==> src/rtl/imips_pkg.sv <==
// rtl/imips_pkg.sv - shared fetch types and widths
package imips_pkg;

    localparam int PC_W_DEFAULT = 10;
    localparam int BOFF_W       = 16;

    typedef enum logic [1:0] {
        RUN     = 2'd0,
        WAIT_IN = 2'd1,
        HALT    = 2'd2
    } fetch_state_t;

endpackage

==> src/rtl/pc_next_calc.sv <==
// rtl/pc_next_calc.sv - combinational next-PC selection (jump > branch > sequential)
module pc_next_calc
    import imips_pkg::*;
#(
    parameter int PC_W = PC_W_DEFAULT
) (
    input  logic [PC_W-1:0]   pc,
    input  logic              jump,
    input  logic              branch,
    input  logic              cond,
    input  logic              flag,
    input  logic [PC_W-1:0]   jtarget,
    input  logic [BOFF_W-1:0] boff,
    output logic [PC_W-1:0]   pc_inc,
    output logic [PC_W-1:0]   npc
);

    // Arithmetic runs at the wider of PC and offset widths, then truncates so it wraps mod 2^PC_W
    localparam int SW = (PC_W > BOFF_W) ? PC_W : BOFF_W;

    logic [SW-1:0] pc_ext;
    logic [SW-1:0] boff_ext;
    logic [SW-1:0] btarget;
    logic          taken;

    // Pick the next PC: taken jump, then taken branch, else fall through
    always_comb begin
        pc_ext   = SW'(pc);
        boff_ext = SW'($signed(boff));
        btarget  = pc_ext + boff_ext + SW'(1);
        taken    = (jump | branch) & (~cond | flag);
        pc_inc   = pc + PC_W'(1);
        if (taken && jump) begin
            npc = jtarget;
        end else if (taken) begin
            npc = btarget[PC_W-1:0];
        end else begin
            npc = pc_inc;
        end
    end

endmodule

==> src/rtl/fetch_pc.sv <==
// rtl/fetch_pc.sv - PC register and RUN/WAIT_IN/HALT fetch FSM; optional FETCH_BREAKPOINT_EN
module fetch_pc
    import imips_pkg::*;
#(
    parameter int              PC_W     = PC_W_DEFAULT,
    parameter logic [PC_W-1:0] RESET_PC = '0
) (
    input  logic              clk,
    input  logic              rst,
    input  logic              jump,
    input  logic              branch,
    input  logic              cond,
    input  logic              flag,
    input  logic              sleep,
    input  logic              inop,
    input  logic [PC_W-1:0]   jtarget,
    input  logic [BOFF_W-1:0] boff,
    input  logic              in_valid,
    input  logic              resume,
`ifdef FETCH_BREAKPOINT_EN
    input  logic              bp_en,
    input  logic [PC_W-1:0]   bp_addr,
`endif
    output logic [PC_W-1:0]   pc,
    output logic [PC_W-1:0]   pc_link,
    output logic              in_ack,
    output logic              stall,
    output logic              halted
);

    fetch_state_t    state_q, state_d;
    logic [PC_W-1:0] pc_d;
    logic [PC_W-1:0] pc_inc;
    logic [PC_W-1:0] npc;
    logic            in_ack_c;
    logic            bp_hit;

`ifdef FETCH_BREAKPOINT_EN
    assign bp_hit = bp_en && (pc == bp_addr);
`else
    assign bp_hit = 1'b0;
`endif

    pc_next_calc #(.PC_W(PC_W)) u_next (
        .pc      (pc),
        .jump    (jump),
        .branch  (branch),
        .cond    (cond),
        .flag    (flag),
        .jtarget (jtarget),
        .boff    (boff),
        .pc_inc  (pc_inc),
        .npc     (npc)
    );

    // State and PC registers; reset abandons any wait or halt
    always_ff @(posedge clk or posedge rst) begin
        if (rst) begin
            state_q <= RUN;
            pc      <= RESET_PC;
        end else begin
            state_q <= state_d;
            pc      <= pc_d;
        end
    end

    // Next state, next PC and the input-consume strobe; decode only matters in RUN
    always_comb begin
        state_d  = state_q;
        pc_d     = pc;
        in_ack_c = 1'b0;
        case (state_q)
            RUN: begin
                if (sleep || bp_hit) begin
                    state_d = HALT;
                end else if (inop && !in_valid) begin
                    state_d = WAIT_IN;
                end else if (inop) begin
                    in_ack_c = 1'b1;
                    pc_d     = pc_inc;
                end else begin
                    pc_d = npc;
                end
            end
            WAIT_IN: begin
                if (in_valid) begin
                    in_ack_c = 1'b1;
                    pc_d     = pc_inc;
                    state_d  = RUN;
                end
            end
            HALT: begin
                if (resume) begin
                    pc_d    = pc_inc;
                    state_d = RUN;
                end
            end
            default: begin
                state_d = RUN;
            end
        endcase
    end

    // Reset masks the strobe so an abandoned wait never acknowledges
    assign in_ack  = in_ack_c & ~rst;
    assign pc_link = pc_inc;
    assign stall   = (state_q != RUN);
    assign halted  = (state_q == HALT);

endmodule

==> config.mk <==
export PLATFORM = sky130hd
export DESIGN_NAME = fetch_pc
export DESIGN_NICKNAME = d
export VERILOG_FILES = /design/src/rtl/imips_pkg.sv /design/src/rtl/pc_next_calc.sv /design/src/rtl/fetch_pc.sv
export SDC_FILE = /design/constraint.sdc
export NUM_CORES = 1
export LEC_CHECK = 0
export CAP_MARGIN = 40
export CORE_AREA = 2 2 49 74
export DETAILED_ROUTE_END_ITERATION = 8
export DIE_AREA = 0 0 51 76
export PLACE_DENSITY = 0.8
export SLEW_MARGIN = 0
export SYNTH_ARGS = -nofsm -noshare
export SYNTH_HDL_FRONTEND = slang
export SYNTH_SLANG_ARGS = --single-unit
==> constraint.sdc <==
create_clock -name clk -period 2.65 [get_ports clk]
set_input_delay 0.795 -clock clk [delete_from_list [all_inputs] [get_ports clk]]
set_output_delay 0.795 -clock clk [all_outputs]
set_load 0.01 [all_outputs]
Yosys cells after proc, flatten, opt, wreduce, memory -nomap -nowiden
Cells that the tools add are included.
{"block": "classes", "addsub": 3, "n_mul": 0, "n_div": 0, "order_cmp": 0, "eq_ne": 7, "shift": 0, "n_mux": 18, "n_bitwise": 6, "n_reduce_logical": 8}
{"operator": "2-to-1 mux 10 bit", "n": 7}
{"operator": "case mux 10 bit (3 select lines)", "n": 1}
{"operator": "adder 10 x 1 -> 10 bit (second input constant)", "n": 2}
{"operator": "adder 10 bit", "n": 1}
{"operator": "2-to-1 mux 2 bit", "n": 4}
{"operator": "!= test 2 bit (second input constant)", "n": 4}
{"operator": "case mux 2 bit (3 select lines)", "n": 1}
{"operator": "AND reduction 5 bit", "n": 1}
{"operator": "2-to-1 mux 1 bit", "n": 4}
{"operator": "!= test 3 bit (second input constant)", "n": 1}
{"operator": "AND reduction 3 bit", "n": 1}
{"operator": "nonzero test 3 bit", "n": 1}
{"operator": "AND 1 bit", "n": 2}
{"operator": "equality test 2 x 1 -> 1 bit (second input constant)", "n": 1}
{"operator": "equality test 2 bit (second input constant)", "n": 1}
{"operator": "logical AND 1 bit", "n": 2}
{"operator": "logical NOT 2 bit", "n": 1}
{"operator": "NOT 1 bit", "n": 2}
{"operator": "bitwise OR 1 bit", "n": 2}
{"operator": "case mux 1 bit (2 select lines)", "n": 1}
{"operator": "nonzero test 2 bit", "n": 1}
{"operator": "logical NOT 1 bit", "n": 1}
{"block": "totals", "reg_bits": 12, "latch_bits": 0, "ram_bits": 0, "romBits": 0, "input_bits": 36, "out_inout_bits": 23, "word_cells": 44, "mem_count": 0}

Longest topological paths before layout
{"block": "depth", "depth_word": 9, "depth_mapped": 10, "mapped_depth_nobuf": 10}

Modules after synthesis
From an unflattened synthesis, not the netlist that was laid out.
{"block": "hier_totals", "hier_cells": 171, "area_unflattened_um2": 1576.5}
{"module": "pc_next_calc", "n_inst": 1, "cells_each": 117, "area_per_inst_um2": 822.0, "seq_area_each_um2": 0.0}
{"module": "fetch_pc", "n_inst": 1, "cells_each": 54, "area_per_inst_um2": 754.5, "seq_area_each_um2": 300.3}

Worst setup path after synthesis
Ideal clock, no wire load.
{"block": "synth_timing", "path_kind": "input-to-reg", "startpoint": "in boff[0]", "endpoint": "reg pc[8]", "setup_time_ps": 135, "arrival_time_ps": 2554, "required_ps": 2515, "slack_ps": -38, "path_stages": 10, "n_path_buf": 0, "cell_sequence": "inv_1 > ha_1 > inv_1 > fa_1 > a21o_1 > a211o_1 > a2111oi_0 > nor3_1 > o211ai_1 > o211ai_1"}
{"block": "synth_via", "elab_chain_cells": 8}
{"element": "start: declaration", "line_no": "fetch_pc.sv:17", "source": "input logic [BOFF_W-1:0] boff,"}
{"element": "adder 10 bit", "line_no": "pc_next_calc.sv:30", "source": "btarget = pc_ext + boff_ext + SW'(1);"}
{"element": "adder 10 x 1 -> 10 bit", "line_no": "pc_next_calc.sv:30"}
{"element": "2-to-1 mux 10 bit", "line_no": "pc_next_calc.sv:35", "source": "end else if (taken) begin"}
{"element": "2-to-1 mux 10 bit", "line_no": "pc_next_calc.sv:33", "source": "if (taken && jump) begin"}
{"element": "2-to-1 mux 10 bit", "line_no": "fetch_pc.sv:78", "source": "end else if (inop) begin"}
{"element": "2-to-1 mux 10 bit", "line_no": "fetch_pc.sv:76", "source": "end else if (inop && !in_valid) begin"}
{"element": "2-to-1 mux 10 bit", "line_no": "fetch_pc.sv:74", "source": "if (sleep || bp_hit) begin"}
{"element": "case mux 10 bit (3 select lines)", "line_no": "fetch_pc.sv:72", "source": "case (state_q)"}
{"element": "end signal: assignment", "line_no": "fetch_pc.sv:63", "source": "pc <= pc_d;"}
{"element": "end: declaration", "line_no": "fetch_pc.sv:24", "source": "output logic [PC_W-1:0] pc,"}
Every way passes these cells. The select of a mux whose other input is x is not followed.
A chain may end at the register's enable or synchronous reset.

Worst setup path in the final report
{"block": "layout_timing", "startpoint": "in boff[3]", "endpoint": "reg pc[7]"}
The elaborated chain is that of the path after synthesis.

==> impl_metrics.toml <==
[logic_synthesis]
syn_area_um2 = 1360
ys_seq_area_share_pct = 22.0
synthesis.nets = 218
syn_avg_cell_area_um2 = 8.12
synth_cells = 168
synth_edf_count = 0
synthFlopType = "dfrtp_1"
yosys_warnings = 0
ys_async_sr_fraction_pct = 100
ys_ff_latch = 12
synthDistinctLibCells = 50

[global_routing]
grt_pass1_vias = 1734
grt_max_degree = 13
grt-ovfl-total = 0
grt_pass1_wl_mm = 7.92
grt_antenna_before_repair = 0
grt.total_usage_pct = 26.3

[route]
routedWlPerCell_um = 16.4
finalWirelength_mm = 4.94
num_vias = 1702
antenna_left = 0
drt_iter0_markers = 63
viasPerCell = 5.65
post-route-drc-count = 0
drtPass1Iterations = 4

[timing]
fin_ws_ns = -0.0275
rsz0062_at_grt = "true"
worst_slew_pin_slew_ns = 0.587
fin_worst_skew_ns = 0.00399
finalHoldViolations = 0
period_minus_slack_ns = 2.68
fin_crit_sh_pct = 101
slew-limit-headroom_pct = 60.5
finalSetupViolations = 1
timing.final.max_slew_violations = 0
fmax_mhz = 373

[cells_and_area]
nets = 310
multiInputGateArea_um2 = 1130
regArea_um2 = 302
layout_common_cells = "clkdlybuf4s50_1 (43), buf_4 (36), nor2_1 (16), nand2_1 (11), dfrtp_1 (11)"
drive_gt1_share_pct = 26.6
final_common_cell = "clkdlybuf4s50_1"
n_fill_cell = 251
diodes = 0
area_delta_synth_final_pct = 73.6
final_core_utilization_pct = 72.0

[hold_path]
min_from = "state_q[0]"
hold_path.class = "flip-flop to flip-flop"
holdPathStages = 1
min_to = "state_q[0]"

[power]
total_power_mw = 2.75
power.density_nw_per_um2 = 1160
irDropWorstVdd_mv = 0.868
p_leak_nw = 1.05

[worst_setup_path]
path_cells = "clkdlybuf4s50_1, ha_1, o21a_1, o31ai_1, buf_4, a21boi_2, o41ai_2, buf_4, or4_4, o211ai_2"
crit_buf_inv = 3
critical-path-top-delay-family = "buffers and inverters"
cp-end-kind = "flip-flop"
slowest_delay_ns = 0.46
startpoint_type = "input port"
criticalPathCategory = "input port to flip-flop"
r2r-end = "pc[8]"
reg2reg_from = "pc[0]"
cp_slowest_cell = "clkdlybuf4s50_1"
arrival_ns = 2.85
worstPathRequired_ns = 2.82
reg2reg_depth = 10
crit_start = "boff[3]"
path_common_cell = "buf_4"
crit_fanout = 3
reg2reg_slack_ns = 0.22

[flow_run]
cap_violations = 0

[status]
outcome = "finished, violations left"
violations = "negative setup slack"

[floorplanning]
rows = 26
dieArea_um2 = 3880
io-pin-count = 59
die_w_um = 51
start_util_pct = 41.5
core-area_um2 = 3290
die_h_um = 76

[cts]
cts_hold_buf = 0
clock_latency_ns = 0.25
cts_tree = "done"
htree_levels = 1
cts_made_buffers = 3
cts-root-buf = "clkbuf_8"
clock-sinks = 12
clock_path_buffers = 2
path_clk_slew_ns = 0.06

[place]
gp_congestion = 0.869
dp_hpwl_mm = 3.61
port_buffers = 52
## worst max-delay path by stage
stage               slack (ns)  depth (start not counted)  endpoint
detailed placement       -0.56                         11     pc[8]
finish                   -0.03                         10     pc[7]
floorplan                0.008                         10     pc[8]
global placement         -0.50                         11     pc[8]
global route             -0.06                         10     pc[7]
CTS                     0.0002                          5    in_ack
## through the flow
step	setup TNS (ns)	hold WS [ns]	setup WS [ns]	std cells	instance area [um^2]
2_1_floorplan	0	0.489	0.00790	168	1370
3_3_place_gp	-2.45	0.523	-0.504	294	2180
3_5_place_dp	-2.71	0.526	-0.559	294	2180
4_1_cts	0	0.540	0.000195	299	2290
5_1_grt	-0.0854	0.549	-0.0647	301	2370
6_report	-0.0275	0.544	-0.0275	301	2370
## metal layers
layer  up-vias  wire, um  part of all wire, %  GRT usage, %
met2        59      2680                   54          45.6
met4         0       114                  2.3          12.7
met1       809      1960                   40          31.0
met3        11       183                  3.7          3.14
met5         -         0                    0             0
li1        823         -                    -             -
## where the power goes
group	internal [mW]	total [mW]	switching (mW)	leakage (nW)
Sequential	0.274	0.374	0.100	0.143
Clock	0.132	0.211	0.0796	0.0288
Combinational	1.15	2.16	1.01	0.883
## sequential cells by signal, indices dropped and copies added, names as in the netlist
signal / count
state_q: 2
pc: 10
## worst register-to-register path, delay by kind of cell, from the launching register on
| family | cells | cell delay [ns] |
|---|---|---|
| AO/OA/AOI/OAI | 5 | 1.09 |
| flip-flops | 1 | 0.45 |
| adder cells (fa/ha/maj) | 2 | 0.52 |
| AND/OR/NAND/NOR | 1 | 0.09 |
| buffers and inverters | 2 | 0.15 |
## cell usage after synthesis (2+ instances only)
library cell  number  area [um^2]
o21a_1             2         15.0
nor3_1             5         25.0
o22ai_1            4         25.0
a221oi_1           3         26.3
a32oi_1            2         17.5
xnor2_1            8         70.1
nand4_1            3         18.8
nor2_1            16         60.1
xor2_1             3         26.3
nand2b_1           2         12.5
o21ai_0            8         40.0
ha_1              13          163
o221ai_1           4         35.0
o31ai_1            3         22.5
nand2_1           11         41.3
a21o_1             2         15.0
a21boi_0           2         15.0
and3_1             3         18.8
dfrtp_1           12          300
and2_1             3         18.8
o22a_1             2         17.5
inv_1             10         37.5
nand3_1            7         35.0
a21oi_1           11         55.1
o211ai_1           4         30.0
## cells by family after synthesis
group	after synthesis	synth area share [%]
buffers and inverters	11	3.12
XOR/XNOR	11	7.06
AO/OA/AOI/OAI	55	28.4
AND/OR/NAND/NOR	64	25.1
multiplexers	1	0.826
flip-flops	12	22.0
adder cells (fa/ha/maj)	14	13.4
## area by class of cell
class / instances / share of cell area (%)
well taps: 42 / 2.22
clock buffers: 4 / 2.33
flip-flops and latches: 12 / 12.7
repair buffers: 88 / 33.6
multi-input cells: 145 / 47.6
inverters: 10 / 1.59
## timing repair
action / in CTS / in global routing
pin swaps: 7 / 11
endpoints found under the hold margin: 0 / 0
setup buffers: 1 / 2
gates resized for setup: 20 / 17
gates cloned: 0 / 0
endpoints found under the setup margin: 12 / 10
Power figures use the tool's default switching activity.
